===== config.mk =====
export PLATFORM = sky130hd
export DESIGN_NAME = ckey_led_ctrl
export DESIGN_NICKNAME = d
export VERILOG_FILES = /design/src/rtl/ckey_led_pkg.sv /design/src/rtl/ckey_debounce.sv /design/src/rtl/ckey_led_ctrl.sv
export SDC_FILE = /design/constraint.sdc
export NUM_CORES = 1
export LEC_CHECK = 0
export ABC_AREA = 1
export BUFFER_PORTS_ARGS = -buffer_cell sky130_fd_sc_hd__buf_4
export CAP_MARGIN = 10
export CORE_UTILIZATION = 51
export CTS_CLUSTER_DIAMETER = 80
export CTS_CLUSTER_SIZE = 24
export DETAILED_ROUTE_END_ITERATION = 10
export PLACE_DENSITY = 0.79
export REMOVE_ABC_BUFFERS = 1
export SYNTH_ARGS = -nofsm -noshare
export SYNTH_HDL_FRONTEND = slang
export SYNTH_SLANG_ARGS = --single-unit

===== constraint.sdc =====
create_clock -name clk -period 1.44 [get_ports clk]
set_input_delay 0.288 -clock clk [delete_from_list [all_inputs] [get_ports clk]]
set_output_delay 0.288 -clock clk [all_outputs]
set_load 0.1 [all_outputs]

===== src/rtl/ckey_led_pkg.sv =====
// Shared encodings for the DIP-switch / LED controller.
// Mode codes select how the debounced switch state is shown on the LEDs.
// LEDs and switches are both active-low, so "off"/"open" is a 1.
package ckey_led_pkg;

  localparam logic [1:0] MODE_DIRECT = 2'b00;
  localparam logic [1:0] MODE_INVERT = 2'b01;
  localparam logic [1:0] MODE_BLINK  = 2'b10;
  localparam logic [1:0] MODE_TOGGLE = 2'b11;

  localparam logic LED_OFF = 1'b1;

endpackage


===== src/rtl/ckey_debounce.sv =====
// One switch channel: 2-FF synchroniser, debounce counter, change pulse.
// Latency pin->db: 2+DEB_CNT cycles with CKEY_LED_DEBOUNCE_EN, else 2 cycles.
// No backpressure; db and chg are registered and update on the same edge.
module ckey_debounce
  import ckey_led_pkg::*;
#(
  parameter int DEB_CNT = 1000000,
  parameter int DEB_W   = 20
) (
  input  logic clk,
  input  logic rst_n,
  input  logic pin,
  output logic db,
  output logic chg
);

  // Reject a counter too narrow to reach DEB_CNT-1 at elaboration time.
  if (DEB_CNT < 1 || (DEB_W < 31 && (1 << DEB_W) <= DEB_CNT)) begin : g_bad_cfg
    $error("ckey_debounce: need DEB_CNT >= 1 and 2**DEB_W > DEB_CNT");
  end

  logic meta_q, meta_d;
  logic db_q,   db_d;
  logic chg_q,  chg_d;

`ifdef CKEY_LED_DEBOUNCE_EN
  localparam logic [DEB_W-1:0] CNT_LAST = DEB_W'(DEB_CNT - 1);

  logic             sync_q, sync_d;
  logic [DEB_W-1:0] cnt_q,  cnt_d;

  // Count while the synchronised input disagrees with db; accept on the last count.
  always_comb begin
    meta_d = pin;
    sync_d = meta_q;
    db_d   = db_q;
    chg_d  = 1'b0;
    cnt_d  = '0;
    if (sync_q != db_q) begin
      if (cnt_q == CNT_LAST) begin
        db_d  = sync_q;
        chg_d = 1'b1;
      end else begin
        cnt_d = cnt_q + DEB_W'(1);
      end
    end
  end

  // State registers; reset parks everything at "switch open" with an empty count.
  always_ff @(posedge clk) begin
    if (!rst_n) begin
      meta_q <= 1'b1;
      sync_q <= 1'b1;
      db_q   <= 1'b1;
      chg_q  <= 1'b0;
      cnt_q  <= '0;
    end else begin
      meta_q <= meta_d;
      sync_q <= sync_d;
      db_q   <= db_d;
      chg_q  <= chg_d;
      cnt_q  <= cnt_d;
    end
  end
`else
  // Without debouncing the second synchroniser stage is the db flop itself.
  always_comb begin
    meta_d = pin;
    db_d   = meta_q;
    chg_d  = meta_q ^ db_q;
  end

  // State registers; reset parks everything at "switch open".
  always_ff @(posedge clk) begin
    if (!rst_n) begin
      meta_q <= 1'b1;
      db_q   <= 1'b1;
      chg_q  <= 1'b0;
    end else begin
      meta_q <= meta_d;
      db_q   <= db_d;
      chg_q  <= chg_d;
    end
  end
`endif

  assign db  = db_q;
  assign chg = chg_q;

endmodule


===== src/rtl/ckey_led_ctrl.sv =====
// DIP switch to LED controller: per-channel debounce, 4 display modes (direct/invert/blink/toggle).
// Latency: led is registered one cycle after ckey_db/tog/blink phase; debounce gated by CKEY_LED_DEBOUNCE_EN.
// No backpressure; all outputs are free-running registers.
module ckey_led_ctrl
  import ckey_led_pkg::*;
#(
  parameter int N_CH      = 4,
  parameter int DEB_CNT   = 1000000,
  parameter int DEB_W     = 20,
  parameter int BLINK_DIV = 12500000,
  parameter int BLINK_W   = 24
) (
  input  logic            clk,
  input  logic            rst_n,
  input  logic [N_CH-1:0] ckey,
  input  logic [1:0]      mode,
  output logic [N_CH-1:0] led,
  output logic [N_CH-1:0] ckey_db,
  output logic [N_CH-1:0] chg
);

  // Reject out-of-range channel counts or an undersized blink prescaler.
  if (N_CH < 1 || N_CH > 16 || BLINK_DIV < 1 ||
      (BLINK_W < 31 && (1 << BLINK_W) <= BLINK_DIV)) begin : g_bad_cfg
    $error("ckey_led_ctrl: bad N_CH or BLINK_DIV/BLINK_W");
  end

  localparam logic [BLINK_W-1:0] BC_LAST = BLINK_W'(BLINK_DIV - 1);

  for (genvar i = 0; i < N_CH; i++) begin : g_ch
    ckey_debounce #(
      .DEB_CNT (DEB_CNT),
      .DEB_W   (DEB_W)
    ) u_deb (
      .clk   (clk),
      .rst_n (rst_n),
      .pin   (ckey[i]),
      .db    (ckey_db[i]),
      .chg   (chg[i])
    );
  end

  logic [BLINK_W-1:0] bc_q,  bc_d;
  logic               ph_q,  ph_d;
  logic [N_CH-1:0]    tog_q, tog_d;
  logic [N_CH-1:0]    led_q, led_d;

  // Prescaler, toggle latches and output mux; latches run in every mode.
  always_comb begin
    bc_d = bc_q + BLINK_W'(1);
    ph_d = ph_q;
    if (bc_q == BC_LAST) begin
      bc_d = '0;
      ph_d = ~ph_q;
    end

    // A change pulse with db now low marks a switch closing.
    tog_d = tog_q ^ (chg & ~ckey_db);

    led_d = ckey_db;
    case (mode)
      MODE_DIRECT: led_d = ckey_db;
      MODE_INVERT: led_d = ~ckey_db;
      MODE_BLINK:  led_d = ckey_db | {N_CH{ph_q}};
      MODE_TOGGLE: led_d = tog_q;
      default:     led_d = ckey_db;
    endcase
  end

  // State registers; reset turns every LED and latch off and restarts the blink.
  always_ff @(posedge clk) begin
    if (!rst_n) begin
      bc_q  <= '0;
      ph_q  <= 1'b0;
      tog_q <= {N_CH{LED_OFF}};
      led_q <= {N_CH{LED_OFF}};
    end else begin
      bc_q  <= bc_d;
      ph_q  <= ph_d;
      tog_q <= tog_d;
      led_q <= led_d;
    end
  end

  assign led = led_q;

endmodule

### Word-level counts from Yosys, hierarchy flattened

Cells that the tools add are included.

| storage, ports and cells | value |
|---|---|
| register bits | 45 |
| latch bits | 0 |
| bits in writable memories | 0 |
| ROM bits | 0 |
| output and inout bits | 12 |
| word-level logic and storage cells | 34 |
| memories | 0 |

| operators by class | value |
|---|---|
| $add $sub $neg | 1 |
| $mul | 0 |
| div/mod/pow operators | 0 |
| order comparisons | 0 |
| equality and inequality tests | 4 |
| shift-type cells | 0 |
| mux-type cells | 1 |
| bitwise logic cells | 10 |
| reduce and logical (&&, ||, !) cells | 2 |

Operators by type and width:

| operator | number |
|---|---|
| adder 24 x 1 -> 24 bit, second input constant | 1 |
| == test 24 bit, second input constant | 1 |
| case mux 4 bit (4 select lines) | 1 |
| bitwise AND 4 bit | 1 |
| == test 2 bit, second input constant | 2 |
| NOT 4 bit | 1 |
| bitwise OR 4 bit | 1 |
| bitwise XOR 1 bit | 4 |
| bitwise XOR 4 bit | 1 |
| == test 2 x 1 -> 1 bit, second input constant | 1 |
| zero test 2 bit | 1 |
| NOT 1 bit | 2 |
| OR reduction 2 bit | 1 |

### Longest topological paths before layout

Gate-level depths: netlist of the first run.

| logic depth | value |
|---|---|
| depth after elaboration | 3 |
| depth in mapped cells | 9 |
| depth with buffers taken out | 9 |

### Cells and area by module

A second synthesis of the first run with hierarchy kept.

| second synthesis, totals | value |
|---|---|
| cell total of the unflattened synthesis | 290 |
| area total of the unflattened synthesis | 2,045.7 um2 |

By module, submodules not included:

| module | times used | cells an instance | area an instance (um2) |
|---|---|---|---|
| ckey_led_ctrl | 1 | 246 | 1,675.4 |
| ckey_debounce | 4 | 11 | 92.6 |

### Least setup slack after synthesis of the first run

No wires, ideal clock.

| timing | value |
|---|---|
| path type | reg-to-reg |
| start point | reg bc_q[0] |
| end point | reg bc_q[13] |
| arrival time | 1.161 ns |
| path slack | 0.164 ns |
| cell stages (with the launch flop) | 8 |
| path buffers | 1 |
| clock period less this slack | 1.276 ns |
| cell sequence | dfxtp_1 ha_1 nand3_1 nor2_1 nand3_2 nand2_4 buf_6 nor2_1 |

| on the way | value |
|---|---|
| cells in the longest elaborated chain, start to end | 2 |

Ends and longest elaborated chain:

| item | line | source |
|---|---|---|
| from (decl) | ckey_led_ctrl.sv:43 | `logic [BLINK_W-1:0] bc_q, bc_d;` |
| from (signal assigned) | ckey_led_ctrl.sv:73 | `bc_q <= '0;` |
| from (signal assigned) | ckey_led_ctrl.sv:78 | `bc_q <= bc_d;` |
| parallel branches: the longest is 2 deep, another holds adder 24 x 1 -> 24 bit | -- |  |

Several ways; the timed one is not identified.
A chain may end at the register's enable or synchronous reset.

### Final worst setup path of the first run

| timing | value |
|---|---|
| start point | reg g_ch[2].u_deb.db_q |
| end point | out ckey_db[2] |

RTL lines:

| item | line | source |
|---|---|---|
| from (decl) | ckey_debounce.sv:23 | `logic db_q, db_d;` |
| from (signal assigned) | ckey_debounce.sv:77 | `db_q <= 1'b1;` |
| from (signal assigned) | ckey_debounce.sv:81 | `db_q <= db_d;` |
| to (decl) | ckey_led_ctrl.sv:18 | `output logic [N_CH-1:0] ckey_db,` |

No word-level cell between the ends.

==> results of run 1 <==
[sequential cells by signal (all words and copies together) (netlist names)]
register         cells
bc_q                24
ph_q                 1
tog_q                4
g_ch.u_deb.chg       4
g_ch.u_deb.db        4
g_ch.u_deb.db_d      4
led                  4
[worst max path at each step]
stage                      from           endpoint  slack [ps]  depth (start not counted)
2_1_floorplan  g_ch[0].u_deb.db  g_ch[0].u_deb.chg         -40                          3
3_3_place_gp            bc_q[0]           bc_q[19]          90                          6
3_5_place_dp            bc_q[0]           bc_q[19]          60                          6
4_1_cts                 bc_q[0]           bc_q[19]          50                          6
5_1_grt                 bc_q[1]           bc_q[20]          -3                          9
6_report       g_ch[2].u_deb.db         ckey_db[2]         110                          1
[power by group through the flow]
stage	sequential (mW)	clock, mW	combinational [mW]
global placement	1.33	0	0.270
finish	1.30	0.799	0.276
global route	1.30	0.862	0.295
floorplan	1.46	0	0.0647
detailed placement	1.33	0	0.274
CTS	1.30	0.817	0.275
[logic make-up after synthesis]
| group | Yosys count | synth area share |
|---|---|---|
| compound gates | 33 | 0.0940 |
| xor+xnor | 11 | 0.0461 |
| fa+ha+maj | 1 | 0.00598 |
| simple gates | 147 | 0.317 |
| buf+inv | 47 | 0.106 |
| flops | 45 | 0.431 |
[layer usage]
metal / GRT usage / vias up / routed length, µm
met2: 0.323 / 27 / 1780
met3: 0.0466 / 7 / 129
met5: 0 / - / 0
li1: - / 919 / -
met1: 0.241 / 780 / 1820
met4: 0.0904 / 0 / 56
[synth_stat cells (3+ instances only)]
cell type / count
dfxtp_1: 45
nor2_4: 4
o2111ai_1: 4
or2_2: 5
a21oi_1: 15
nand3_1: 20
o21bai_1: 5
o21ai_0: 8
nor2_1: 44
inv_1: 35
xor2_1: 6
nand2_1: 60
xnor2_1: 5
buf_4: 8
nor2_2: 3
nand2_2: 3
[cell type report]
class	count	area, µm²
clock buffer	5	68.8
multi-input combinational	192	985
sequential	45	902
timing repair buffer	23	173
inverter	35	131
tap	48	60.1
clock inverter	3	22.5
fill	353	1460
[placed cells by master, fill, tap and decap left out, drive strengths merged]
cell type,synthesis,layout
nand2,64,64
xor2,6,6
nor2,51,51
inv,35,35
dfxtp,45,45
o21bai,5,5
clkbuf,2,5
clkinv,0,3
nand3b,1,1
xnor2,5,5
a21oi,16,16
nand4,2,2
ha,1,1
o21ai,8,8
nor3,1,1
nand3,21,21
or2,7,7
buf,10,23
o2111ai,4,4
[through the flow]
step	TNS, ps	total power [mW]	hold slack, ps	util	setup WS (ps)
after floorplan	-176	1.53	357	-	-43.1
after global placement	0	1.60	409	0.588	85.4
after detailed placement	0	1.60	413	0.588	62.4
after CTS	0	2.39	154	0.612	52.6
after global routing	-2.60	2.46	156	0.617	-2.60
final	0	2.37	159	0.617	112
==> summary.txt, run 1 <==
STA
  – Final setup vio count: 0
  – Fin. Hold Viols: 0
  – Setup Skew: roughly 7.3 ps
  – Max-slew violations: 0
  – Rel. slew slack: 0.767
  – Minimum clock period: between 1000 and 1500 ps
  – Worst Max-Slew Pin Slew: ~350 ps
  – Fmax: 753 MHz
  – Tcrit/Tclk final: 0.922

Pwr
  – Sw frac: 0.287
  – Clock Power Share: 0.337
  – Maximum VDD drop: 0.719 mV
  – Internal power: 1.69 mW
  – PD cells: 1010 nW/µm²
  – Comb pwr share: 0.116
  – Leakage dissipation: about 1 nW
  – Sw Pwr: 0.682 mW
  – Part of the power in registers: 0.547

Hold path
  – Hold crit path type: in -> reg
  – Worst Hold Depth: 2
  – Hold wc startpoint: ckey[2]
  – WHS Endpoint: g_ch[2].u_deb.db_d

Floorplan
  – Core Rows: 22
  – Core footprint: between 3000 and 4000 µm²
  – Die width: between 60 and 70 µm
  – Die height: 66.0 µm
  – Initial Util: 0.550
  – IO Count: 20
  – Total die area: around 4400 µm²

Clock tree
  – Post-CTS sizing: 0
  – Post-CTS Setup Inserts: 0
  – CTS tree: built
  – Sink Count: 45
  – Num CTS Buffers: 5
  – CTS root buf: clkbuf_8
  – # hold bufs at CTS: 0
  – Clk_lat worst skew: 310 ps
  – Clock transition at the registers of the reported paths: 90 ps
  – Maximum clock path buffer count: 2
  – H-tree lvl count: 2

Routing
  – Routed WL: roughly 3800 µm
  – DR WL/cell: between 10 and 15 µm
  – Final ANT Viol Nets: 0
  – Vias: 1733
  – Number of detailed-route iterations in the first pass: 4
  – First DRT Iteration DRCs: between 40 and 50
  – Vias/cell: 4.94
  – Post-route DRC: 0

Yosys
  – Avg Inst Size Synth: 7.36 µm²
  – Yosys reg bits: 45
  – Ys flop type: dfxtp_1
  – Number of synthesized flops with an enable pin: 0
  – Ys async rst share: 0
  – Ys Warns: 0
  – Area leader, netlist: dfxtp_1
  – Synthesized area: 2090 µm²
  – Synth Instances: 284
  – Top cells by area, synth: dfxtp_1, nand2_1, nor2_1, inv_1, nand3_1
  – Netlist cell types: 27
  – Sequential area share after synthesis: 0.431
  – Top cell type's share of synthesized area: 0.431

GRT
  – Initial antenna violation count: 0
  – Largest net degree at the start of global routing: 24
  – First-pass GRT wire length: 6490 µm
  – All-Layer GR Usage: 0.196
  – Vias in the first global route: 1586
  – GRT overflow: 0

Final layout
  – Syn-to-layout area delta: 12.0%
  – Final design instance area without fill: roughly 2300 µm²
  – Post-route insts no fill: 351
  – Ant. Diodes: 0
  – Final Net Count: 311
  – Fraction of layout cells with a size suffix above 1: 0.175

Critical path
  – CP endpoint kind: output pin
  – Worst reg2reg path depth: 6
  – Slowest-stage cell, CP: dfxtp_1
  – Worst R2R End: bc_q[14]
  – Startpoint types: flip-flop
  – CP cell instances: buf_4
  – Reg2reg setup slack: 120 ps
  – Delay-heaviest family, CP: flip-flops
  – CP max FO: 5
  – Kind of critical path: reg -> out
  – WP buf/inv: 1
  – Max incr delay on CP: around 400 ps
  – RR Startpoint: bc_q[1]
  – Required time of the critical path: 1150 ps
  – WP data arrival: 1040 ps

Status
  – Run status: complete, no violations

Placement
  – Dpl cells: 343
  – Routability cong.: 0.806
  – Post-DP HPWL: around 2800 µm
  – IO buf count: 19
  – Placed Area: 2230 µm²

Run
  – Max_cap viols: 0
Note: power is estimated with default switching activity, not from simulation.
==> run 2, diff against run 1 <==
Settings changed: CORE_ASPECT_RATIO set to 1.25, SYNTH_HIERARCHICAL set to 1.
==> summary.txt, run 2 <==
Critical path
  – Worst R2R End: bc_q[18]
  – RR Startpoint: bc_q[0]
  – Delay-heaviest family, CP: flip-flops
  – Max incr delay on CP: ~430 ps
  – CP endpoint kind: output pin
  – Startpoint types: flip-flop
  – CP Launch Point: g_ch[1].u_deb/db
  – CP max FO: 6
  – Worst reg2reg path depth: 7
  – WP data arrival: 1060 ps
  – CP cell instances: buf_4
  – Kind of critical path: reg -> out
  – CP Depth: 1
  – Slowest-stage cell, CP: dfxtp_1
  – CP Capture Point: ckey_db[1]
  – Reg2reg setup slack: 130 ps
  – Required time of the critical path: between 1000 and 1500 ps
  – WP buf/inv: 1

GRT
  – All-Layer GR Usage: 0.203
  – Initial antenna violation count: 0
  – Largest net degree at the start of global routing: 25
  – GRT overflow: 0
  – First-pass GRT wire length: 6550 µm
  – Vias in the first global route: around 1600

STA
  – Rel. slew slack: 0.813
  – Max-slew violations: 0
  – RSZ-0062 raised after global routing: false
  – Minimum clock period: 1350 ps
  – Tcrit/Tclk final: 0.935
  – Worst Max-Slew Pin Slew: 282 ps
  – Setup Skew: 6.25 ps
  – Fmax: 742 MHz
  – Final setup vio count: 0
  – Fin. Hold Viols: 0

Yosys
  – Post-synthesis mux area share: 0
  – Ys Warns: 6
  – Top cells by area, synth: dfxtp_1, nand2_1, nor2_1, inv_1, a21oi_1
  – Avg Inst Size Synth: 7.05 µm²
  – Area leader, netlist: dfxtp_1
  – Synthesized area: 2050 µm²
  – Top cell type's share of synthesized area: 0.440
  – Top cells by count, synth: nand2_1, nor2_1, dfxtp_1
  – Synth Instances: just under 300
  – Largest family of logic cells by synthesized area: simple AND/OR/NAND/NOR gates
  – Ys flop type: dfxtp_1
  – Post-synthesis simple-gate area fraction: 0.345
  – Yosys reg bits: between 40 and 50
  – Compound-gate portion of the synthesized area: 0.0905
  – Sequential area share after synthesis: 0.440
  – Most frequent cell after synthesis: nand2_1
  – Xor/xnor cell area share of the yosys netlist: 0.0428
  – Netlist cell types: 24
  – Synth Area in Adders: 0.00612
  – Ys async rst share: 0
  – Number of synthesized flops with an enable pin: 0

Routing
  – Vias/cell: roughly 4.8
  – First DRT Iteration DRCs: 81
  – Post-route DRC: 0
  – Number of detailed-route iterations in the first pass: 4
  – Final ANT Viol Nets: 0
  – Routed WL: 3970 µm
  – DR WL/cell: roughly 11 µm
  – Vias: 1780

Clock tree
  – Clk_lat worst skew: ~300 ps
  – Sink Count: 45
  – Num CTS Buffers: 5
  – Clock transition at the registers of the reported paths: 80 ps
  – H-tree lvl count: 2
  – Maximum clock path buffer count: 2
  – CTS root buf: clkbuf_8
  – CTS tree: built

Pwr
  – Final total power: 2.44 mW
  – Maximum VDD drop: 0.725 mV
  – Leakage dissipation: 0.963 nW
  – PD cells: 1020 nW/µm²

Final layout
  – Max FFs per register: 24
  – Largest Register: bc_q
  – Final Net Count: 325
  – Final design instance area without fill: 2400 µm²
  – Syn-to-layout area delta: 17.2%
  – Layout Utilization: 0.629
  – Area of the multi-input gates: just over 1000 µm²
  – Sequential Area: 906 µm²
  – Most frequent cells in the layout: nand2_1, nor2_1, dfxtp_1, inv_1, buf_4
  – Ant. Diodes: 0
  – # fillers: 370
  – Leading cell type in the layout, fill and taps excluded: nand2_1
  – Fraction of layout cells with a size suffix above 1: 0.164

Floorplan
  – Die width: 58.6 µm
  – Core footprint: 3820 µm²
  – Core Rows: 25
  – IO Count: 20
  – Die height: 72.8 µm
  – Total die area: 4270 µm²
  – Initial Util: 0.536

Status
  – Run status: complete, no violations

Hold path
  – Hold wc startpoint: ckey[1]
  – Hold crit path type: in -> reg

Run
  – Max_cap viols: 0

Placement
  – IO buf count: 19
  – Post-DP HPWL: 2970 µm
  – Routability cong.: 0.831
  – Placed Area: 2260 µm²
## run 2: cell types whose count changed after synthesis, sizes merged, moves of 3 or more
cell / previous run / this run
nand2: 64 / 78
nor2: 51 / 65
buf: 10 / 2
or2: 7 / 2
a21boi: 0 / 4
nand3: 21 / 18
o21ai: 8 / 5
o21bai: 5 / 2
## run 2: through the flow
step / hold WS (ps) / cells / setup TNS, ps / setup WS [ps]
4_1_cts: 147 / 371 / 0 / 30.5
2_1_floorplan: 357 / 287 / -157 / -39.2
3_5_place_dp: 438 / 363 / 0 / 49.9
5_1_grt: 148 / 371 / 0 / 2.50
3_3_place_gp: 431 / 363 / 0 / 109
6_report: 156 / 371 / 0 / 93.1
## run 2: timing repair
action | CTS | global route
resized for setup | 0 | 9
buffers inserted | 0 | 0
endpoints found under the hold margin | 0 | 0
setup endpoints to repair | 0 | 25
hold buffers | 0 | 0
## run 2: cell type report
type                       count  share of cell area
multi-input combinational    208               0.425
sequential                    45               0.378
timing repair buffer          22              0.0741
inverter                      34              0.0532
clock buffer                   7              0.0402
tap                           54              0.0282
clock inverter                 1             0.00209
## run 2: worst min path at each step
| stage | cells past startpoint | end | slack [ps] |
|---|---|---|---|
| 2_1_floorplan | 1 | g_ch[0].u_deb/db_d | 360 |
| 3_3_place_gp | 2 | g_ch[2].u_deb/db | 430 |
| 3_5_place_dp | 2 | g_ch[2].u_deb/db | 440 |
| 4_1_cts | 3 | g_ch[3].u_deb/db_d | 150 |
| 5_1_grt | 3 | g_ch[3].u_deb/db_d | 150 |
| 6_report | 3 | g_ch[1].u_deb/db_d | 160 |
## run 2: power breakdown
part | switching [mW] | internal (mW)
combinational | 0.208 | 0.0752
sequential | 0.0266 | 1.28
clock | 0.421 | 0.434
total | 0.655 | 1.79
## run 2: kinds of logic after synthesis
logic type	count (synthesis)
XOR/XNOR	10
flip-flops	45
AND/OR/NAND/NOR	166
buffers and inverters	37
AO/OA/AOI/OAI	31
adder cells (fa/ha/maj)	1
## run 2: metal layers
layer  global-route usage  up-vias  part of all wire
met1                0.227      779              0.44
met2                0.363       37              0.50
met5                    0        -                 0
li1                     -      953                 -
met4               0.0952        0             0.025
met3               0.0461       11             0.036
